File: src/rtl/shift_issue_queue.sv
// Shift-unit reservation station: DP entries with operand wakeup from the writeback
// bus, age-matrix oldest-ready select, and a registered issue port to the shift unit.

module shift_iq_entry #(
   parameter int TW = 7,
   parameter int DW = 3 + 7 + 64 + 64 + 1
) (
   input  logic          clk,
   input  logic          rst,
   input  logic          flush,
   input  logic          alloc,
   input  logic          issue,
   input  logic [2:0]    fun,
   input  logic [TW-1:0] rd0,
   input  logic [TW-1:0] rs1,
   input  logic [TW-1:0] rs2,
   input  logic          rs1_rdy,
   input  logic          rs2_rdy,
   input  logic [63:0]   op1,
   input  logic [63:0]   op2,
   input  logic          is32w,
   input  logic          wb_vaild,
   input  logic [TW-1:0] wb_tag,
   input  logic [63:0]   wb_data,
   output logic          valid,
   output logic          ready,
   output logic [DW-1:0] payload
);

   logic [2:0]    fun_r;
   logic [TW-1:0] rd0_r, rs1_r, rs2_r;
   logic          r1_r, r2_r, w_r;
   logic [63:0]   op1_r, op2_r;
   logic          byp1, byp2, wake1, wake2;

   // byp*: writeback landing in the same cycle as the dispatch that needs it
   assign byp1  = wb_vaild && (wb_tag == rs1);
   assign byp2  = wb_vaild && (wb_tag == rs2);
   assign wake1 = wb_vaild && valid && !r1_r && (wb_tag == rs1_r);
   assign wake2 = wb_vaild && valid && !r2_r && (wb_tag == rs2_r);

   always_ff @(posedge clk) begin
      if (rst) begin
         valid <= 1'b0;
         fun_r <= '0;
         rd0_r <= '0;
         rs1_r <= '0;
         rs2_r <= '0;
         r1_r  <= 1'b0;
         r2_r  <= 1'b0;
         op1_r <= '0;
         op2_r <= '0;
         w_r   <= 1'b0;
      end else if (flush) begin
         valid <= 1'b0;
      end else if (alloc) begin
         valid <= 1'b1;
         fun_r <= fun;
         rd0_r <= rd0;
         rs1_r <= rs1;
         rs2_r <= rs2;
         w_r   <= is32w;
         r1_r  <= rs1_rdy || byp1;
         r2_r  <= rs2_rdy || byp2;
         op1_r <= (!rs1_rdy && byp1) ? wb_data : op1;
         op2_r <= (!rs2_rdy && byp2) ? wb_data : op2;
      end else begin
         if (issue) valid <= 1'b0;
         if (wake1) begin
            r1_r  <= 1'b1;
            op1_r <= wb_data;
         end
         if (wake2) begin
            r2_r  <= 1'b1;
            op2_r <= wb_data;
         end
      end
   end

   assign ready   = valid && r1_r && r2_r;
   assign payload = {fun_r, rd0_r, op1_r, op2_r, w_r};

endmodule

module shift_issue_queue #(
   parameter int DP = 4,
   parameter int RB = 2,
   parameter int DW = 3 + (5 + RB) + 64 + 64 + 1
) (
   input  logic                     CLK,
   input  logic                     RST,
   input  logic                     flush,
   input  logic                     disp_vaild,
   output logic                     disp_ready,
   input  logic [2:0]               disp_fun,
   input  logic [5+RB-1:0]          disp_rd0,
   input  logic [5+RB-1:0]          disp_rs1,
   input  logic [5+RB-1:0]          disp_rs2,
   input  logic                     disp_rs1_rdy,
   input  logic                     disp_rs2_rdy,
   input  logic [63:0]              disp_op1,
   input  logic [63:0]              disp_op2,
   input  logic                     disp_is32w,
   input  logic                     wb_vaild,
   input  logic [5+RB-1:0]          wb_tag,
   input  logic [63:0]              wb_data,
   output logic                     shift_exeparam_vaild,
   output logic [DW-1:0]            shift_exeparam,
   output logic [$clog2(DP):0]      entry_cnt
);

   localparam int TW = 5 + RB;
   localparam int CW = $clog2(DP) + 1;

   logic [DP-1:0]          valid, rdy, sel, alloc, free_oh;
   logic [DP-1:0][DW-1:0]  pay;
   // older[i][j] = 1: entry j was dispatched before entry i
   logic [DP-1:0][DP-1:0]  older;
   logic [DW-1:0]          issue_bus;
   logic                   accept, issue_any;

   assign disp_ready = entry_cnt < CW'(DP);
   assign accept     = disp_vaild && disp_ready && !flush;
   // lowest clear bit of valid, as a one-hot
   assign free_oh    = ~valid & (valid + DP'(1));
   assign alloc      = accept ? free_oh : '0;

   for (genvar g = 0; g < DP; g++) begin : g_ent
      shift_iq_entry #(.TW(TW), .DW(DW)) u_ent (
         .clk      (CLK),
         .rst      (RST),
         .flush    (flush),
         .alloc    (alloc[g]),
         .issue    (sel[g]),
         .fun      (disp_fun),
         .rd0      (disp_rd0),
         .rs1      (disp_rs1),
         .rs2      (disp_rs2),
         .rs1_rdy  (disp_rs1_rdy),
         .rs2_rdy  (disp_rs2_rdy),
         .op1      (disp_op1),
         .op2      (disp_op2),
         .is32w    (disp_is32w),
         .wb_vaild (wb_vaild),
         .wb_tag   (wb_tag),
         .wb_data  (wb_data),
         .valid    (valid[g]),
         .ready    (rdy[g]),
         .payload  (pay[g])
      );
   end

   // A candidate wins when no other candidate is older than it
   always_comb begin
      sel       = '0;
      issue_bus = '0;
      for (int i = 0; i < DP; i++) begin
         sel[i] = rdy[i] && !(|(older[i] & rdy));
         if (sel[i]) issue_bus = issue_bus | pay[i];
      end
   end

   assign issue_any = |sel;

   always_ff @(posedge CLK) begin
      if (RST) begin
         entry_cnt            <= '0;
         shift_exeparam_vaild <= 1'b0;
         shift_exeparam       <= '0;
         older                <= '0;
      end else if (flush) begin
         entry_cnt            <= '0;
         shift_exeparam_vaild <= 1'b0;
         older                <= '0;
      end else begin
         entry_cnt            <= entry_cnt + CW'(accept) - CW'(issue_any);
         shift_exeparam_vaild <= issue_any;
         if (issue_any) shift_exeparam <= issue_bus;
         // new row: every live entry is older; new column: nobody is younger than it
         for (int i = 0; i < DP; i++)
            for (int j = 0; j < DP; j++)
               if (alloc[i]) older[i][j] <= valid[j];
               else if (alloc[j]) older[i][j] <= 1'b0;
      end
   end

   a_sel_onehot : assert property (@(posedge CLK) disable iff (RST) $onehot0(sel));
   a_cnt_match  : assert property (@(posedge CLK) disable iff (RST)
                                   entry_cnt == CW'($countones(valid)));

endmodule

File: config.mk
export PLATFORM = sky130hd
export DESIGN_NAME = shift_issue_queue
export DESIGN_NICKNAME = d
export VERILOG_FILES = /design/src/rtl/shift_issue_queue.sv
export SDC_FILE = /design/constraint.sdc
export NUM_CORES = 2
export LEC_CHECK = 0
export BUFFER_PORTS_ARGS = -buffer_cell sky130_fd_sc_hd__buf_2
export CAP_MARGIN = 30
export CELL_PAD_IN_SITES_DETAIL_PLACEMENT = 1
export CELL_PAD_IN_SITES_GLOBAL_PLACEMENT = 1
export CORE_MARGIN = 5
export CORE_UTILIZATION = 45
export CTS_CLUSTER_SIZE = 25
export DETAILED_ROUTE_END_ITERATION = 16
export PLACE_DENSITY = 0.83
export SLEW_MARGIN = 20
export SYNTH_ARGS = -nofsm -noshare
export SYNTH_HDL_FRONTEND = slang
export SYNTH_SLANG_ARGS = --single-unit
File: constraint.sdc
create_clock -name CLK -period 3.65 [get_ports CLK]
set_clock_uncertainty 0.1 [all_clocks]
set_input_delay 0.1825 -clock CLK [delete_from_list [all_inputs] [get_ports CLK]]
set_output_delay 0.1825 -clock CLK [all_outputs]
set_load 0.02 [all_outputs]
==> impl_metrics.csv <==
group,metric,value,unit
routing,vias,42800,
power_and_ir_drop,power.density,407,mW/mm^2
power_and_ir_drop,p_sw_frac,0.253,
final_layout,fin_cells,6185,
synth,synthAdderAreaFrac,0.00117,
routing,drt_iter0_markers,5318,
worst_setup_path,start_kind,"register",
sta,worst_pin_slew,1090,ps
synth,synthSimpleGateAreaFrac,0.124,
worst_hold_path,hold_class,"in2reg",
clocking,cts_sinks,783,
placed_design,place_worst_setup_slack,560,ps
power_and_ir_drop,power.leakage,15.7,nW
die,coreArea,0.0851,mm^2
global_routing,grt_use_total,0.349,
die,start_util,0.453,
synth,synth_compound_area_frac,0.347,
placed_design,placed_cells,5675,
global_routing,top_usage_layer,"met2",
power_and_ir_drop,peakVddDrop,0.361,mV
synth,ys_types,59,
clocking,clockBufferDepth,3,
global_routing,use_met1,0.426,
clocking,cts_root_buffer,"clkbuf_16",
global_routing,grt_use_met3,0.0669,
global_routing,grt_antenna_before_repair,16,
synth,ys_seq_elements,783,
worst_setup_path,crit_required,4110,ps
power_and_ir_drop,clkPwrFrac,0.465,
sta,hold_viol_final,0,
worst_setup_path,cp_top_family,"buffers and inverters",
synth,synthTopCellsByCount,"dfxtp_1 (783), nand2_1 (723), o21ai_0 (496)",
die,ios,375,
synth,synth_top_area_share,0.407,
worst_setup_path,slowest_stage,"nor4_1",
clocking,path_clk_slew,70,ps
power_and_ir_drop,power,19.1,mW
routing,wl_per_cell,27.3,um
global_routing,grt_pass1_vias,44800,
worst_setup_path,max_stage_delay,760,ps
sta,rsz0062_at_grt,"false",
global_routing,grt_remaining_overflow,0,
run,cap_violations,0,
final_layout,drive_gt1_frac,0.152,
synth,yosys.area_share.xor_xnor,0.0157,
sta,slew_violations,0,
global_routing,grt_pass1_wl,259000,um
clocking,htree_num_levels,3,
die,dieArea,0.0916,mm^2
global_routing,grt_max_degree,174,
placed_design,hpwl,90500,um
power_and_ir_drop,pwr-share-comb,0.079,
worst_setup_path,cp.arrival,4010,ps
synth,ys_warn_count,0,
worst_setup_path,crit_type,"reg2reg",
synth,synth.area.mux_share,0.0374,
sta,fin_tns_setup,0,ps
synth,synthCells,4668,
sta,post-route-period-util,0.971,
placed_design,postPlaceCellArea,0.0407,mm^2
placed_design,port_buffers,374,
routing,ant_nets,0,
sta,setup_violations,0,
worst_setup_path,worstPathCellList,"inv_1 > nor4_1 > and3_2 > buf_4 > o21ai_0 > a21oi_1 > dlygate4sd3_1",
worst_setup_path,crit_buf_inv,3,
synth,avgSynthCellArea,8.25,um^2
sta,timing.final.ws_setup,106,ps
synth,async_flop_share,0,
final_layout,final_core_util,0.552,
clocking,cts_tree,"yes",
routing,drc_errors,0,
power_and_ir_drop,p_switching,4.83,mW
synth,synthFlopType,"dfxtp_1",
die,die_height,303,um
synth,syn_nets,4902,
sta,post-route-min-period,3540,ps
synth,syn-cell-area,0.0385,mm^2
global_routing,met2_usage,0.579,
status,run_status,"finished, final reports clean",
routing,first_pass_iters,9,
final_layout,layout.nets,5192,
synth,synth_top_family_by_area,"compound AO/OA/AOI/OAI gates",
sta,fmax,282,MHz
synth,ys_top_cells_by_area,"dfxtp_1 (41%), nand2_1 (7.0%), o21ai_0 (6.4%)",
sta,slew_headroom,0.273,
sta,holdWs,53.8,ps
clocking,numCtsBuffers,86,
synth,seq_area_frac_synth,0.407,
synth,yosysMostFrequentCell,"dfxtp_1",
power_and_ir_drop,internal_power,14.3,mW
synth,synth_edf_count,0,
synth,yosys.area.top_type,"dfxtp_1",
die,die_x,303,um
placed_design,place_congestion,0.861,
final_layout,area_growth,21.9,%
worst_setup_path,end_kind,"register",
clocking,clk_latency,650,ps
final_layout,fin_area,0.0470,mm^2
routing,totalWireLength,169000,um
routing,via_per_inst,6.91,
worst_setup_path,crit_path_max_fanout,28,
die,fp-row-count,107,
power_and_ir_drop,seqPwrFrac,0.456,
==> power by group through the flow <==
stage	combinational [mW]	sequential, mW	clock [mW]
2_1_floorplan	0.701	8.87	0
3_3_place_gp	1.18	8.88	0
3_5_place_dp	1.23	8.89	0
4_1_cts	1.44	8.70	8.95
5_1_grt	1.58	8.71	9.35
6_report	1.51	8.70	8.89
==> flip-flops by register name, indices dropped and copies added (netlist names) <==
register	cells
entry_cnt	3
g_ent.u_ent.fun_r	12
g_ent.u_ent.op1_r	256
g_ent.u_ent.op2_r	256
g_ent.u_ent.r1_r	4
g_ent.u_ent.r2_r	4
g_ent.u_ent.rd0_r	28
g_ent.u_ent.rs1_r	28
g_ent.u_ent.rs2_r	28
g_ent.u_ent.valid	4
g_ent.u_ent.w_r	4
older	16
shift_exeparam	139
shift_exeparam_vaild	1
==> per-layer routing <==
layer	share of wire	routed length (um)
met5	0.000065	11
met3	0.089	15100
met2	0.47	79700
met4	0.055	9240
met1	0.38	65000
==> final cells by class <==
class / count / area (um^2)
diodes: 17 / 42.5
clock buffers: 127 / 2510
clock inverters: 27 / 283
fillers: 9983 / 38200
inverters: 14 / 60.1
multi-input cells: 3266 / 20500
flip-flops and latches: 783 / 15700
well taps: 1144 / 1430
repair buffers: 807 / 6490
==> kinds of logic (layout without fill, tap and decap cells) <==
group,Yosys count,in the layout
other,0,17
flip-flops,783,783
XOR/XNOR,69,69
buffers and inverters,619,975
multiplexers,128,128
adder cells (fa/ha/maj),3,3
AND/OR/NAND/NOR,1093,1093
AO/OA/AOI/OAI,1973,1973
==> cell usage in the layout, fill, tap and decap left out, types with 139 or more instances in the layout <==
master,netlist,layout
dfxtp_1,783,783
a31oi_1,189,186
a22oi_1,192,192
a222oi_1,139,139
buf_2,98,373
dlygate4sd3_1,0,338
a32oi_1,263,263
a21oi_1,313,313
o2bb2ai_1,139,139
a21boi_0,139,139
nand3_1,191,189
nand2_1,723,720
o21ai_0,496,496
==> worst reg2reg max path, stage by stage (launching register included) <==
cell and delay (ps):
dfxtp_1 560, inv_1 250, nor4_1 760, and3_2 350
buf_4 440, o21ai_0 210, a21oi_1 160, dlygate4sd3_1 630
==> what timing repair did <==
| item | in CTS | in global routing |
|---|---|---|
| endpoints found under the hold margin | 625 | 0 |
| hold buffers | 338 | 0 |
| buffers inserted | 0 | 0 |
| resized for setup | 0 | 0 |
==> final timing paths <==
kind	start	end	slack (ps)	cells after the start
setup / recovery	g_ent[2].u_ent.valid$_SDFFE_PP0P_	g_ent[2].u_ent.op2_r[36]$_SDFFE_PP0P_	110	7
hold / removal	disp_vaild	older[4]$_SDFFE_PP0P_	50	5
setup reg to reg	g_ent[2].u_ent.valid$_SDFFE_PP0P_	g_ent[2].u_ent.op2_r[36]$_SDFFE_PP0P_	110	7
hold reg to reg	g_ent[0].u_ent.rd0_r[2]$_SDFFE_PP0P_	g_ent[0].u_ent.rd0_r[2]$_SDFFE_PP0P_	360	2
Power figures use the tool's default switching activity.
